$ cat src/rtl/instr_encoder_if.sv
// Request/response bundle for the instruction encoder: request fields in,
// encoded FIFO head out, plus the two running counters.
interface instr_encoder_if;
   logic        in_valid;
   logic        in_ready;
   logic [2:0]  in_fmt;
   logic [63:0] in_imm;
   logic [4:0]  in_rt;
   logic [4:0]  in_rn;
   logic        out_valid;
   logic        out_ready;
   logic [31:0] out_instr;
   logic        out_err;
   logic [15:0] err_count;
   logic [15:0] enc_count;

   // Both sides use valid/ready: a beat transfers on a rising clk edge where
   // valid and ready are both 1; valid holds with stable data until it does.
   modport master (
      output in_valid, in_fmt, in_imm, in_rt, in_rn, out_ready,
      input  in_ready, out_valid, out_instr, out_err, err_count, enc_count
   );

   modport slave (
      input  in_valid, in_fmt, in_imm, in_rt, in_rn, out_ready,
      output in_ready, out_valid, out_instr, out_err, err_count, enc_count
   );
endinterface

$ cat src/rtl/instr_encoder.sv
// ARMv8 LDUR/STUR/CBZ/CBNZ/ADDI/SUBI field encoder with range checking,
// feeding a DEPTH-entry output FIFO and error/encode counters.
module instr_encoder #(
   parameter int DEPTH = 2
) (
   input logic             clk,
   input logic             reset,
   instr_encoder_if.slave  bus
);
   localparam int AW = $clog2(DEPTH);
   localparam int CW = AW + 1;

   logic [31:0]   enc_instr;
   logic          enc_err;
   logic          fits_d;
   logic          fits_cb;
   logic          fits_i;

   logic [32:0]   mem [DEPTH];
   logic [AW-1:0] wr_ptr;
   logic [AW-1:0] rd_ptr;
   logic [CW-1:0] count;
   logic          started;
   logic          push;
   logic          pop;

   // Sign-extension checks: upper bits all equal means the value fits the field.
   assign fits_d  = (&bus.in_imm[63:8])  | ~(|bus.in_imm[63:8]);
   assign fits_cb = ((&bus.in_imm[63:20]) | ~(|bus.in_imm[63:20])) & (bus.in_imm[1:0] == 2'b00);
   assign fits_i  = ~(|bus.in_imm[63:12]);

   always_comb begin
      enc_instr = 32'h0;
      enc_err   = 1'b1;
      case (bus.in_fmt)
         3'b000, 3'b001: begin
            enc_err   = ~fits_d;
            enc_instr = {(bus.in_fmt[0] ? 11'b11111000000 : 11'b11111000010),
                         bus.in_imm[8:0], 2'b00, bus.in_rn, bus.in_rt};
         end
         3'b010, 3'b011: begin
            enc_err   = ~fits_cb;
            enc_instr = {(bus.in_fmt[0] ? 8'b10110101 : 8'b10110100),
                         bus.in_imm[20:2], bus.in_rt};
         end
         3'b100, 3'b101: begin
            enc_err   = ~fits_i;
            enc_instr = {(bus.in_fmt[0] ? 10'b1101000100 : 10'b1001000100),
                         bus.in_imm[11:0], bus.in_rn, bus.in_rt};
         end
         default: begin
            enc_err   = 1'b1;
            enc_instr = 32'h0;
         end
      endcase
      if (enc_err) enc_instr = 32'h0;
   end

   // in_ready is registered state only, so it never follows out_ready.
   assign bus.in_ready  = started & (count != CW'(DEPTH));
   assign bus.out_valid = (count != '0);
   assign push          = bus.in_valid & bus.in_ready;
   assign pop           = bus.out_valid & bus.out_ready;
   assign bus.out_instr = bus.out_valid ? mem[rd_ptr][31:0] : 32'h0;
   assign bus.out_err   = bus.out_valid & mem[rd_ptr][32];

   always_ff @(posedge clk) begin
      if (push) mem[wr_ptr] <= {enc_err, enc_instr};
   end

   always_ff @(posedge clk or posedge reset) begin
      if (reset) begin
         wr_ptr  <= '0;
         rd_ptr  <= '0;
         count   <= '0;
         started <= 1'b0;
      end else begin
         started <= 1'b1;
         if (push) wr_ptr <= wr_ptr + AW'(1);
         if (pop)  rd_ptr <= rd_ptr + AW'(1);
         case ({push, pop})
            2'b10:   count <= count + CW'(1);
            2'b01:   count <= count - CW'(1);
            default: count <= count;
         endcase
      end
   end

   always_ff @(posedge clk or posedge reset) begin
      if (reset) begin
         bus.err_count <= 16'h0;
         bus.enc_count <= 16'h0;
      end else if (push) begin
         if (enc_err) begin
            if (bus.err_count != 16'hFFFF) bus.err_count <= bus.err_count + 16'h1;
         end else begin
            bus.enc_count <= bus.enc_count + 16'h1;
         end
      end
   end
endmodule

$ cat src/flat_wrapper.sv
// flat-port wrapper written by rule: the top's interface ports become plain ports
module instr_encoder_flat 
#(
   parameter int DEPTH = 2
)
  (clk, reset, bus_in_valid, bus_in_fmt, bus_in_imm, bus_in_rt, bus_in_rn, bus_out_ready, bus_in_ready, bus_out_valid, bus_out_instr, bus_out_err, bus_err_count, bus_enc_count);
  instr_encoder_if bus_i ();
  input logic clk;
  input logic reset;
  input wire logic [$bits(bus_i.in_valid)-1:0] bus_in_valid;
  input wire logic [$bits(bus_i.in_fmt)-1:0] bus_in_fmt;
  input wire logic [$bits(bus_i.in_imm)-1:0] bus_in_imm;
  input wire logic [$bits(bus_i.in_rt)-1:0] bus_in_rt;
  input wire logic [$bits(bus_i.in_rn)-1:0] bus_in_rn;
  input wire logic [$bits(bus_i.out_ready)-1:0] bus_out_ready;
  output wire logic [$bits(bus_i.in_ready)-1:0] bus_in_ready;
  output wire logic [$bits(bus_i.out_valid)-1:0] bus_out_valid;
  output wire logic [$bits(bus_i.out_instr)-1:0] bus_out_instr;
  output wire logic [$bits(bus_i.out_err)-1:0] bus_out_err;
  output wire logic [$bits(bus_i.err_count)-1:0] bus_err_count;
  output wire logic [$bits(bus_i.enc_count)-1:0] bus_enc_count;
  assign bus_i.in_valid = bus_in_valid;
  assign bus_i.in_fmt = bus_in_fmt;
  assign bus_i.in_imm = bus_in_imm;
  assign bus_i.in_rt = bus_in_rt;
  assign bus_i.in_rn = bus_in_rn;
  assign bus_i.out_ready = bus_out_ready;
  assign bus_in_ready = bus_i.in_ready;
  assign bus_out_valid = bus_i.out_valid;
  assign bus_out_instr = bus_i.out_instr;
  assign bus_out_err = bus_i.out_err;
  assign bus_err_count = bus_i.err_count;
  assign bus_enc_count = bus_i.enc_count;
  instr_encoder #(.DEPTH(DEPTH)) u_core (.clk(clk), .reset(reset), .bus(bus_i));
endmodule
$ cat config.mk
export PLATFORM = sky130hd
export DESIGN_NAME = instr_encoder_flat
export DESIGN_NICKNAME = d
export VERILOG_FILES = /design/src/rtl/instr_encoder_if.sv /design/src/rtl/instr_encoder.sv /design/src/flat_wrapper.sv
export SDC_FILE = /design/constraint.sdc
export NUM_CORES = 1
export LEC_CHECK = 0
export ABC_CLOCK_PERIOD_IN_PS = 3300
export CAP_MARGIN = 20
export CORE_MARGIN = 3
export CORE_UTILIZATION = 47
export CTS_CLUSTER_SIZE = 20
export DETAILED_ROUTE_END_ITERATION = 7
export GPL_TIMING_DRIVEN = 0
export PLACE_DENSITY = 0.89
export SETUP_SLACK_MARGIN = 0.02
export SLEW_MARGIN = 20
export SYNTH_ARGS = -nofsm -noshare
export SYNTH_HDL_FRONTEND = slang
export SYNTH_SLANG_ARGS = --single-unit
$ cat constraint.sdc
create_clock -name clk -period 3.3 [get_ports clk]
set_input_delay 0.66 -clock clk [delete_from_list [all_inputs] [get_ports clk]]
set_output_delay 0.66 -clock clk [all_outputs]
set_load 0.03 [all_outputs]
==> metrics.md <==
| Metric | Value |
|---|---|
| Proportion of layout cells with a drive suffix above 1 | 0.0836 |
| Synthesized area | 4880 µm² |
| WL/cell | 17.7 µm |
| Horiz. Die Dim | 108 µm |
| H-tree Lvls | 3 |
| CTS tree | yes |
| Final setup violation count | 0 |
| Worst VDD drop | 0.461 mV |
| Final Cycle Share | 0.926 |
| Core area | 9950 µm² |
| Hold depth | 1 |
| Crit end category | output port |
| Drt drc | 0 |
| P&R area growth vs syn | 38.5% |
| Final Hold Viols | 0 |
| IO buf count | 145 |
| Initial antenna violation count | 0 |
| Power share of the clock group | 0.178 |
| Sequential power share | 0.356 |
| Gate Count Post-Synth | 423 |
| Fin cells | 719 |
| DR iter-0 viols | 287 |
| WP data arrival | 2390 ps |
| Least-Margin Pin Slew | 767 ps |
| Power Internal | 2.76 mW |
| Peak Freq | 327 MHz |
| Dpl cells | 702 |
| Ys flop type | edfxtp_1 |
| # hold bufs at CTS | 0 |
| Synth warn | 0 |
| Clock slew at reported path FFs | 100 ps |
| Register area share after synthesis | 0.571 |
| Switching pwr | 1.80 mW |
| Worst Clk Skew | 5.90 ps |
| First-pass DRT Iterations | 5 |
| CTS buffer count | 9 |
| Max-Cap Viols | 0 |
| Max-slew violations | 0 |
| Largest net degree at the start of global routing | 38 |
| Gpl congestion | 0.876 |
| Number of enable flip-flop cells after synthesis | 62 |
| Avg Cell Area, Syn | 11.5 µm² |
| Cell area after layout | 6760 µm² |
| Netlist cell types | 41 |
| Crit-path max FO | 10 |
| Total Routing Usage GR | 0.219 |
| Most common cell after layout, fill and taps aside | clkdlybuf4s50_1 |
| PD cells | 673 nW/µm² |
| Final min period | 3050 ps |
| Worst endpoint required time | 2640 ps |
| Total number of vias | 3,930 |
| Class of the worst hold path | flop to flop |
| Gate power share | 0.465 |
| Vias in the first global route | 4,098 |
| Clock buffer depth | 2 |
| Leak | 2.56 nW |
| Async set or reset register ratio after synthesis | 0.374 |
| Initial Util | 0.490 |
| Most frequent cells in the layout | 145 x clkdlybuf4s50_1, 62 x edfxtp_1, 53 x nor2_1 |
| Clk_lat worst skew | 350 ps |
| Die area | 11,600 µm² |
| FF-to-FF path depth | 9 |
| Routed Antenna Nets | 0 |
| Clock root buffer | clkbuf_8 |
| TritonCTS Sinks | 99 |
| Fill count | 761 |
| N_diodes | 0 |
| Multi-input gate area | 1960 µm² |
| Post-synthesis register bit count | 99 |
| Register area | 2790 µm² |
| IO Count | 148 |
| # rows | 36 |
| Final net count | 665 |
| Slew margin rel. | 0.488 |
| Outcome | finished, final reports clean |
| Switching portion of total power | 0.395 |
| Die H | 108 µm |
| Final HPWL DP | 9.60 mm |
| RSZ-0062 raised after global routing | no |
| Critical path launch point type | flop |
| CP Class | flop to output port |
| First-pass GRT wire length | 20.0 mm |
| Placed Area | 6540 µm² |
| Total Wirelength | 12.7 mm |
| Syn Nets | 507 |
| Remaining Overflow, GRT | 0 |
| DR vias/cell | 5.47 |
## power by group through the flow
stage                     combinational (mW)  clock (mW)  sequential (mW)
after floorplan                         1.15           0             1.71
after global placement                  2.09           0             1.64
after detailed placement                2.13           0             1.65
after CTS                               2.14       0.814             1.62
after global routing                    2.25       0.871             1.64
final                                   2.12       0.812             1.62
## state kept, by name, summed over array words and instances, names as in the netlist
name	flops
u_core.mem	62
u_core.bus.enc_count	16
u_core.bus.err_count	16
u_core.count	2
u_core.rd_ptr	1
u_core.started	1
u_core.wr_ptr	1
## synth_stat cells, types with 4 or more instances
cell type | number | area share
edfxtp_1 | 62 | 0.38
nor2_1 | 54 | 0.042
dfrtp_1 | 37 | 0.19
mux2i_1 | 31 | 0.064
nand4_1 | 20 | 0.026
nor2b_1 | 20 | 0.026
xnor2_1 | 20 | 0.036
and3_1 | 15 | 0.019
xor2_1 | 15 | 0.027
nand3_1 | 14 | 0.014
nand2_1 | 13 | 0.010
nor4_1 | 13 | 0.017
a21oi_1 | 12 | 0.012
clkbuf_1 | 12 | 0.0092
nor3_1 | 10 | 0.010
nor3_2 | 10 | 0.021
a211oi_1 | 9 | 0.014
and2_1 | 7 | 0.0090
inv_1 | 7 | 0.0054
a22oi_1 | 4 | 0.0062
buf_1 | 4 | 0.0031
## cell families after synthesis
group	Yosys count	share of synthesized area
other	2	0.00154
buffers and inverters	31	0.0305
XOR/XNOR	35	0.0628
AND/OR/NAND/NOR	188	0.213
flip-flops	99	0.571
AO/OA/AOI/OAI	32	0.0456
adder cells (fa/ha/maj)	3	0.00769
multiplexers	33	0.0682
## metal layers
| metal | share of wire | vias to the layer above | GRT usage |
|---|---|---|---|
| li1 | - | 1851 | - |
| met5 | 0 | - | 0 |
| met1 | 0.40 | 1911 | 0.269 |
| met4 | 0.014 | 0 | 0.0694 |
| met2 | 0.53 | 152 | 0.393 |
| met3 | 0.053 | 16 | 0.0384 |
## timing repair
action                                  4_1_cts  5_1_grt
gates resized for setup                       2        2
hold endpoints to repair                      0        0
cloned                                        0        0
setup buffers                                 0        1
endpoints found under the setup margin        5        8
pin swaps                                     0        1
## metrics by stage
stage / hold WS (ps) / setup TNS (ps) / utilization / setup slack (ps) / power, mW
3_5_place_dp: 463 / -2770 / 0.657 / -229 / 3.78
6_report: 479 / 0 / 0.679 / 245 / 4.55
5_1_grt: 508 / 0 / 0.679 / 105 / 4.77
4_1_cts: 482 / 0 / 0.678 / 133 / 4.58
2_1_floorplan: 459 / 0 / - / 269 / 2.86
3_3_place_gp: 457 / -642 / 0.653 / -160 / 3.73
## path summary, 6_finish.rpt
path                                                            from  slack [ps]                                   end
worst max-delay path                     u_core.count[0]$_DFFE_PP0P_         250                     bus_out_instr[31]
worst min-delay path            u_core.bus.enc_count[15]$_DFFE_PP0P_         480  u_core.bus.enc_count[15]$_DFFE_PP0P_
worst max register to register   u_core.bus.err_count[5]$_DFFE_PP0P_         800   u_core.bus.err_count[9]$_DFFE_PP0P_
worst min register to register  u_core.bus.enc_count[15]$_DFFE_PP0P_         480  u_core.bus.enc_count[15]$_DFFE_PP0P_
max in group asynchronous                                      reset        2040              u_core.started$_DFF_PP0_
min in group asynchronous                                      reset         770   u_core.bus.err_count[7]$_DFFE_PP0P_
## layout make-up
class,count,share of cell area
sequential,99,0.412
buffer,23,0.0181
tap,133,0.0246
inverter,8,0.00444
multi-input combinational,293,0.290
timing repair buffer,147,0.220
clock inverter,7,0.0124
clock buffer,9,0.0183
## worst max-delay path: stages (launching register included)
cell and delay, ps:
dfrtp_1 430, nor2_1 270, clkbuf_1 440, nor2_1 150, buf_4 160, clkdlybuf4s50_1 580
Note: power is estimated with default switching activity, not from simulation.
